[src/rtl/ascii_link_pkg.sv]
// Shared definitions for the 7-bit ASCII serial link (transmitter and receiver).
//   CHAR_W     : bits per character, also the frame length in clocks
//   IDLE_CHAR  : filler character sent when nothing is queued
//   FIFO_DEPTH : default transmit character buffer depth
//   state_t    : serializer FSM states
package ascii_link_pkg;

  localparam int unsigned CHAR_W     = 7;
  localparam int unsigned FIFO_DEPTH = 4;
  localparam logic [CHAR_W-1:0] IDLE_CHAR = 7'h00;

  typedef enum logic {
    S_WAIT = 1'b0,
    S_RUN  = 1'b1
  } state_t;

endpackage

[src/rtl/char_fifo.sv]
// Character FIFO: DEPTH x WIDTH circular buffer with occupancy count.
//   clk, rst  : clock, asynchronous active-low reset
//   push/wdata: write request and data (ignored when full)
//   pop       : read request (ignored when empty)
//   rdata_c   : current head entry
//   count     : registered occupancy, 0..DEPTH
//   full_c    : count == DEPTH
//   empty_c   : count == 0
module char_fifo #(
  parameter int unsigned DEPTH = 4,
  parameter int unsigned WIDTH = 7,
  localparam int unsigned PTR_W = $clog2(DEPTH),
  localparam int unsigned CNT_W = PTR_W + 1
) (
  input  logic             clk,
  input  logic             rst,
  input  logic             push,
  input  logic [WIDTH-1:0] wdata,
  input  logic             pop,
  output logic [WIDTH-1:0] rdata_c,
  output logic [CNT_W-1:0] count,
  output logic             full_c,
  output logic             empty_c
);

  logic [WIDTH-1:0] mem [DEPTH];
  logic [PTR_W-1:0] wr_ptr;
  logic [PTR_W-1:0] rd_ptr;
  logic             push_ok;
  logic             pop_ok;

  assign full_c  = (count == CNT_W'(DEPTH));
  assign empty_c = (count == '0);
  assign push_ok = push && !full_c;
  assign pop_ok  = pop && !empty_c;
  assign rdata_c = mem[rd_ptr];

  // Storage array; contents need no reset since count gates every read.
  always_ff @(posedge clk) begin
    if (push_ok) begin
      mem[wr_ptr] <= wdata;
    end
  end

  // Pointers wrap naturally because DEPTH is a power of two.
  always_ff @(posedge clk or negedge rst) begin
    if (!rst) begin
      wr_ptr <= '0;
      rd_ptr <= '0;
      count  <= '0;
    end else begin
      if (push_ok) wr_ptr <= wr_ptr + PTR_W'(1);
      if (pop_ok)  rd_ptr <= rd_ptr + PTR_W'(1);
      case ({push_ok, pop_ok})
        2'b10:   count <= count + CNT_W'(1);
        2'b01:   count <= count - CNT_W'(1);
        default: count <= count;
      endcase
    end
  end

endmodule

[src/rtl/ascii_serializer.sv]
// Transmit side of the 7-bit ASCII serial link. Buffers characters and
// shifts each one out MSB-first, one bit per clock, frames back-to-back;
// IDLE filler frames keep framing alive when nothing is queued.
//   clk, rst : clock, asynchronous active-low reset
//   in_ascii : character to send
//   in_valid : in_ascii valid
//   in_ready : buffer can accept (combinational from occupancy)
//   out_bin  : serial data bit
//   out_sof  : high while out_bin carries the first (MSB) bit of a frame
//   out_en   : high once streaming has started after reset
//   out_fill : high for the whole of an IDLE filler frame
module ascii_serializer
  import ascii_link_pkg::*;
#(
  parameter int unsigned       DEPTH = FIFO_DEPTH,
  parameter logic [CHAR_W-1:0] IDLE  = IDLE_CHAR
) (
  input  logic              clk,
  input  logic              rst,
  input  logic [CHAR_W-1:0] in_ascii,
  input  logic              in_valid,
  output logic              in_ready,
  output logic              out_bin,
  output logic              out_sof,
  output logic              out_en,
  output logic              out_fill
);

  localparam int unsigned BIT_W = $clog2(CHAR_W);
  localparam int unsigned CNT_W = $clog2(DEPTH) + 1;

  state_t            state;
  logic [BIT_W-1:0]  bit_cnt;
  logic [CHAR_W-1:0] shreg;

  logic              boundary_c;
  logic              push_c;
  logic [CHAR_W-1:0] head_c;
  logic [CHAR_W-1:0] load_c;
  logic [BIT_W-1:0]  bit_idx_c;
  logic [CNT_W-1:0]  count;
  logic              full_c;
  logic              empty_c;

  assign boundary_c = (bit_cnt == '0);
  assign push_c     = in_valid && (state == S_RUN) && !full_c;
  assign in_ready   = (count < CNT_W'(DEPTH));
  // No bypass: an empty buffer at a boundary always yields a filler frame.
  assign load_c     = empty_c ? IDLE : head_c;
  assign bit_idx_c  = BIT_W'(CHAR_W - 1) - bit_cnt;

  char_fifo #(
    .DEPTH (DEPTH),
    .WIDTH (CHAR_W)
  ) u_fifo (
    .clk     (clk),
    .rst     (rst),
    .push    (push_c),
    .wdata   (in_ascii),
    .pop     (boundary_c),
    .rdata_c (head_c),
    .count   (count),
    .full_c  (full_c),
    .empty_c (empty_c)
  );

  // FSM, frame counter and shifter with registered serial outputs.
  always_ff @(posedge clk or negedge rst) begin
    if (!rst) begin
      state    <= S_WAIT;
      bit_cnt  <= '0;
      shreg    <= '0;
      out_bin  <= 1'b0;
      out_sof  <= 1'b0;
      out_en   <= 1'b0;
      out_fill <= 1'b0;
    end else begin
      case (state)
        S_WAIT:  state <= S_RUN;
        S_RUN:   state <= S_RUN;
        default: state <= S_WAIT;
      endcase
      if (boundary_c) begin
        shreg    <= load_c;
        out_bin  <= load_c[CHAR_W-1];
        out_sof  <= 1'b1;
        out_en   <= 1'b1;
        out_fill <= empty_c;
        bit_cnt  <= BIT_W'(1);
      end else begin
        out_bin <= shreg[bit_idx_c];
        out_sof <= 1'b0;
        bit_cnt <= (bit_cnt == BIT_W'(CHAR_W - 1)) ? '0 : bit_cnt + BIT_W'(1);
      end
    end
  end

endmodule

[config.mk]
export PLATFORM = sky130hd
export DESIGN_NAME = ascii_serializer
export DESIGN_NICKNAME = d
export VERILOG_FILES = /design/src/rtl/ascii_link_pkg.sv /design/src/rtl/char_fifo.sv /design/src/rtl/ascii_serializer.sv
export SDC_FILE = /design/constraint.sdc
export NUM_CORES = 1
export LEC_CHECK = 0
export CAP_MARGIN = 10
export CORE_AREA = 2 2 68 70
export DETAILED_ROUTE_END_ITERATION = 8
export DIE_AREA = 0 0 70 72
export GPL_TIMING_DRIVEN = 0
export PLACE_DENSITY = 0.71
export SETUP_SLACK_MARGIN = 0.02
export SYNTH_ARGS = -nofsm -noshare
export SYNTH_HDL_FRONTEND = slang
export SYNTH_SLANG_ARGS = --single-unit
[constraint.sdc]
create_clock -name clk -period 2.2 [get_ports clk]
set_input_delay 0.22 -clock clk [delete_from_list [all_inputs] [get_ports clk]]
set_output_delay 0.22 -clock clk [all_outputs]
set_load 0.03 [all_outputs]
==> results of run 1 <==
synth_stat cells:
master and instances:
ha_1 10, nor2_1 6, o21a_1 2, or3_1 1, xor2_1 2, or2b_1 1, a211oi_1 1, nand2b_1 2
inv_1 10, mux2i_1 1, dfrtp_1 22, a22o_1 8, fa_1 1, buf_6 1, a21oi_1 2, nand3_1 2
nand2_1 3, o211ai_1 1, and2_1 4, mux2_2 1, edfxtp_1 28, buf_2 1, xnor2_1 5, o21ai_0 3
conb_1 1, buf_4 2, mux4_2 8
per-layer routing:
metal  vias to the layer above  GRT usage (%)  wire length (um)
met5                         -              0                 0
met2                        23           26.5              1770
met3                         8           2.92               109
li1                        523              -                 -
met1                       551           17.7              1360
met4                         0           4.70                43
area by class of cell:
type | count | area [sq um] | area share [%]
Timing Repair Buffer | 23 | 208 | 8.33
Tap cell | 52 | 65.1 | 2.61
Sequential cell | 50 | 1390 | 55.9
Clock inverter | 2 | 10.0 | 0.402
Clock buffer | 6 | 72.6 | 2.91
Inverter | 10 | 40.0 | 1.61
Buffer | 4 | 37.5 | 1.51
Multi-Input combinational cell | 65 | 667 | 26.8
through the flow:
step / worst slack [ns] / power (mW) / area [sq um]
after global placement: -0.0894 / 2.24 / 2330
after floorplan: 0.0312 / 2.04 / 2120
after CTS: 0.0233 / 2.81 / 2450
after global routing: -0.0744 / 2.97 / 2490
after detailed placement: -0.153 / 2.30 / 2330
final: 0.0488 / 2.78 / 2490
registers in the layout, indices dropped and copies added (netlist names):
name and flops:
bit_cnt 3, out_bin 1, out_fill 1, shreg 7, u_fifo.rd_ptr 2, out_sof 1
out_en 1, u_fifo.mem 28, u_fifo.count 3, u_fifo.wr_ptr 2, state 1
critical path, delay by kind of cell, from the launching register on:
kind / cells / cell delay [ns]
adder cells (fa/ha/maj): 3 / 0.59
flip-flops: 1 / 0.44
AND/OR/NAND/NOR: 2 / 0.38
XOR/XNOR: 2 / 0.27
buffers and inverters: 3 / 0.24
AO/OA/AOI/OAI: 1 / 0.15
power groups by stage:
stage                     Clock, mW  Sequential [mW]  Combinational [mW]
final                         0.494             1.32               0.970
after global routing          0.548             1.34                1.08
after CTS                     0.507             1.32               0.984
after detailed placement          0             1.33               0.962
after global placement            0             1.32               0.916
after floorplan                   0             1.34               0.699
kinds of logic (layout without fill, tap and decap cells):
logic type	after synthesis	after routing	synth area share, %
flops	50	50	66.5
fa+ha+maj	11	11	6.94
mux	10	10	9.63
xor+xnor	7	7	2.93
compound gates	17	17	5.98
simple gates	19	19	4.55
buf+inv	14	45	3.29
other cells	1	1	0.179
worst paths after layout:
kind                                            from                          end  cells after the start  slack [ns]
worst max register to register  bit_cnt[0]$_DFF_PN0_  u_fifo.count[2]$_DFFE_PN0P_                     11        0.05
worst min-delay path                             rst         bit_cnt[2]$_DFF_PN0_                      1        0.45
max in group asynchronous                        rst         bit_cnt[0]$_DFF_PN0_                      1        1.12
min in group clk                  out_en$_DFFE_PN0N_           out_en$_DFFE_PN0N_                      1        0.47
worst max-delay path            bit_cnt[0]$_DFF_PN0_  u_fifo.count[2]$_DFFE_PN0P_                     11        0.05
worst min register to register    out_en$_DFFE_PN0N_           out_en$_DFFE_PN0N_                      1        0.47
timing repair:
action / 4_1_cts / 5_1_grt
setup buffers: 4 / 5
resized for setup: 2 / 3
endpoints found under the setup margin: 2 / 2
pin swaps: 1 / 5
==> flow_summary_export.csv, run 1 <==
group,metric,value,unit
placement,placed_cells,195,
cells_and_area,instances_no_fill,212,
setup_path,crit_chain,"inv_4, ha_4, or2b_1, a21oi_2, buf_6, ha_4, inv_2, fa_2, xor2_1, nor2_1, xnor2_1",
cells_and_area,final_core_util,58.5,%
sta,grt_setup_unrepaired,"true",
placement,place_congestion,0.713,
cts,clockBufferDepth,2,
worst_hold_path,min_path_type,"input port to async pin",
cts,cts_root_buffer,"clkbuf_8",
cells_and_area,nets,180,
power,p_leak,0.983,nW
die,die_w,70,um
yosys,synth.avg_cell_area,16.2,sq um
placement,port-buffer-count,14,
status,status,"completed",
sta,period_minus_slack,2.15,ns
die,die-area,5040,sq um
cts,holdBufCountCts,0,
yosys,yosysTopAreaCell,"edfxtp_1",
setup_path,cp_max_fo,3,
power,peakVddDrop,0.000552,V
global_route,grt_pass1_vias,1208,
global_route,grt_antenna_before_repair,0,
sta,setup-violations-final,0,
yosys,yosysTopAreaCellShare,40.2,%
sta,worst_pin_slew,0.951,ns
cells_and_area,syn_to_final_growth,19.1,%
cells_and_area,final_common_cell,"edfxtp_1",
job,cap_violations,0,
cells_and_area,nFillCells,340,
sta,finalCritPeriodShare,97.8,%
cells_and_area,drive_gt1_share,23.8,%
setup_path,setup.worst_path.class,"register to register",
yosys,netlist_area,2090,sq um
yosys,ys_ff_latch,50,
cts,cts_tree,"built",
setup_path,cp_slowest_cell,"dfrtp_2",
placement,hpwl,2270,um
routing,vias,1105,
global_route,grt_usage,14.6,%
sta,final_max_slew_viol_count,0,
die,num_io_pins,15,
setup_path,max_stage_delay,0.44,ns
yosys,yosys-top-cells-area,"edfxtp_1, dfrtp_1, mux4_2",
power,combPwrFrac,34.9,%
cts,cts.reportedPaths.clkPinSlew,0.09,ns
yosys,syn-num-nets,150,
global_route,grt_first_pass_wirelength,5620,um
setup_path,worst_setup_path_end_kind,"register",
cts,cts_buffers,5,
routing,viasPerCell,5.21,
setup_path,cp-start-kind,"register",
die,die_y,72,um
cts,insertion_delay,0.30,ns
global_route,overflow,0,
routing,drc,0,
sta,final_hold_viol_count,0,
cts,h-tree-depth,2,
routing,drtAntennaViolNets,0,
routing,firstDrtPassIters,4,
sta,slew_headroom,36.4,%
sta,finClkSkew,0.0119,ns
power,p_clk_share,17.8,%
routing,drt_iter0_markers,49,
cells_and_area,layout_common_cells,"edfxtp_1, dfrtp_1, clkdlybuf4s50_1",
die,start_util,49.1,%
routing,wirelength,3280,um
routing,wl_per_cell,15.5,um
setup_path,worst_ep_arrival_time,2.37,ns
power,seq_power_share,47.4,%
sta,clock.fmax,465,MHz
power,p_sw_share,30.2,%
yosys,syn_inst,129,
sta,whs,0.445,ns
sta,final.setup.tns,0,ns
power,p_per_area,1120,nW/um^2
setup_path,crit_top_cell,"ha_4",
power,p_sw,840,uW
yosys,yosys_warnings,0,
die,coreArea,4260,sq um
power,power.internal,1.94,mW
setup_path,required,2.42,ns
yosys,ys_types,27,
cts,cts_num_sinks,50,
yosys,yosysSeqAreaShare,66.5,%
die,rows,24,
cells_and_area,diodes,0,
global_route,grt_start_max_net_pins,23,
Note: power is estimated with default switching activity, not from simulation.
==> inputs of run 2 (changes only) <==
--- a/config.mk
+++ b/config.mk
@@ -7,6 +7,8 @@
 export LEC_CHECK = 0
 export CAP_MARGIN = 10
 export CORE_AREA = 2 2 68 70
+export CTS_BUF_LIST = sky130_fd_sc_hd__clkbuf_16
+export CTS_CLUSTER_SIZE = 24
 export DETAILED_ROUTE_END_ITERATION = 8
 export DIE_AREA = 0 0 70 72
 export GPL_TIMING_DRIVEN = 0
==> flow_summary_export.csv, run 2 (same netlist as run 1, synthesis figures left out) <==
group,metric,value,unit
status,status,"completed",
global_route,overflow,0,
routing,wl_per_cell,15.9,um
global_route,grtUsageMet3,3.33,%
cells_and_area,final_common_cell,"edfxtp_1",
die,die_w,70,um
power,power.total,3.02,mW
routing,firstDrtPassIters,4,
die,coreArea,4260,sq um
routing,drt_iter0_markers,46,
cts,insertion_delay,0.29,ns
die,start_util,49.1,%
sta,slew_headroom,35.8,%
sta,grt_setup_unrepaired,"true",
global_route,grt_start_max_net_pins,23,
placement,hpwl,2270,um
global_route,met1_usage,17.8,%
cts,cts_num_sinks,50,
power,p_per_area,1180,nW/um^2
routing,drc,0,
setup_path,worst_ep_arrival_time,2.35,ns
routing,wirelength,3380,um
routing,viasPerCell,5.30,
global_route,grt_antenna_before_repair,0,
cells_and_area,nets,180,
setup_path,worst_setup_path_end_kind,"register",
cts,cts_root_buffer,"clkbuf_16",
cells_and_area,syn_to_final_growth,21.8,%
die,num_io_pins,15,
cells_and_area,final_core_util,59.8,%
sta,clock.fmax,468,MHz
global_route,grt_pass1_vias,1202,
power,p_leak,1.01,nW
cells_and_area,top_regs,"u_fifo.mem x28, shreg x7",
sta,finalCritPeriodShare,97.2,%
job,cap_violations,0,
sta,finClkSkew,0.00526,ns
cells_and_area,drive_gt1_share,23.8,%
setup_path,reg2regPathDepth,11,
setup_path,crit_start,"bit_cnt[0]$_DFF_PN0_",
sta,fin_ws,0.0619,ns
worst_hold_path,min_path_type,"input port to async pin",
cts,cts_buffers,5,
cts,holdBufCountCts,0,
setup_path,reg2reg_to,"u_fifo.count[2]$_DFFE_PN0P_",
setup_path,r2r_slack,0.06,ns
placement,pre_cts_ws,-0.153,ns
setup_path,cp-start-kind,"register",
cells_and_area,largest_register,"u_fifo.mem",
sta,final_max_slew_viol_count,0,
placement,place_congestion,0.713,
cells_and_area,largest_reg_flops,28,
cells_and_area,diodes,0,
global_route,busiest_layer,"met2",
cts,cts_tree,"built",
die,die-area,5040,sq um
setup_path,required,2.41,ns
routing,vias,1123,
sta,worst_pin_slew,0.960,ns
sta,setup-violations-final,0,
placement,port-buffer-count,14,
routing,drtAntennaViolNets,0,
power,peakVddDrop,0.000573,V
cells_and_area,instances_no_fill,212,
setup_path,setup.worst_path.class,"register to register",
global_route,gr-usage-met2,26.7,%
die,rows,24,
cts,clockBufferDepth,2,
global_route,grt_first_pass_wirelength,5710,um
sta,final_hold_viol_count,0,
die,die_y,72,um
setup_path,r2r_start,"bit_cnt[0]$_DFF_PN0_",
cells_and_area,layout_common_cells,"edfxtp_1, dfrtp_1, clkdlybuf4s50_1",
cts,cts.reportedPaths.clkPinSlew,0.06,ns
placement,placed_cells,195,
cts,h-tree-depth,2,
setup_path,cp_max_fo,3,
global_route,grt_usage,15.4,%
sta,period_minus_slack,2.14,ns
==> run 2: cell types whose count changed in the layout (fill, tap and decap cells not counted), sizes merged <==
cell,previous run,this run
clkbuf,6,5
inv,10,11
==> run 2: final cells by class <==
| cell class | count | area, sq um |
|---|---|---|
| Buffer | 4 | 37.5 |
| Clock buffer | 5 | 125 |
| Clock inverter | 3 | 13.8 |
| Fill cell | 333 | 1720 |
| Inverter | 10 | 40.0 |
| Multi-Input combinational cell | 65 | 667 |
| Sequential cell | 50 | 1390 |
| Tap cell | 52 | 65.1 |
| Timing Repair Buffer | 23 | 208 |
==> run 2: worst max path at each step <==
stage | endpoint | slack, ns | depth (start not counted)
finish | u_fifo.count[2]$_DFFE_PN0P_ | 0.06 | 11
global route | u_fifo.count[2]$_DFFE_PN0P_ | -0.06 | 11
CTS | u_fifo.count[2]$_DFFE_PN0P_ | 0.03 | 11
detailed placement | u_fifo.count[2]$_DFFE_PN0P_ | -0.15 | 11
global placement | u_fifo.count[2]$_DFFE_PN0P_ | -0.09 | 11
floorplan | u_fifo.count[2]$_DFFE_PN0P_ | 0.03 | 11
==> run 2: per-stage QoR <==
step | hold WS (ns) | setup TNS (ns) | cell area [sq um]
6_report | 0.462 | 0 | 2550
5_1_grt | 0.482 | -0.0622 | 2550
4_1_cts | 0.474 | 0 | 2500
3_5_place_dp | 0.457 | -0.220 | 2330
3_3_place_gp | 0.448 | -0.0894 | 2330
2_1_floorplan | -0.0756 | 0 | 2120
==> run 2: timing repair <==
action,CTS,global route
setup buffers,4,5
pin swaps,1,5
hold endpoints to repair,0,0
resized for setup,1,4
endpoints found under the setup margin,2,2
==> run 2: where the power goes <==
group	total (mW)	switching, mW	internal (mW)
Clock	0.721	0.309	0.412
Sequential	1.32	0.107	1.21
Combinational	0.976	0.464	0.512
==> run 2: per-layer routing <==
| metal | up-vias | routed length, um |
|---|---|---|
| met5 | - | 0 |
| met4 | 0 | 87 |
| met3 | 8 | 110 |
| met2 | 22 | 1780 |
| met1 | 572 | 1400 |
| li1 | 521 | - |
==> run 2: critical path, cell delays in order, from the launching register on <==
cell and delay, ns:
dfrtp_2 0.43, inv_4 0.07, ha_4 0.12, or2b_1 0.25, a21oi_2 0.15, buf_6 0.13
ha_4 0.13, inv_2 0.04, fa_2 0.34, xor2_1 0.14, nor2_1 0.13, xnor2_1 0.13
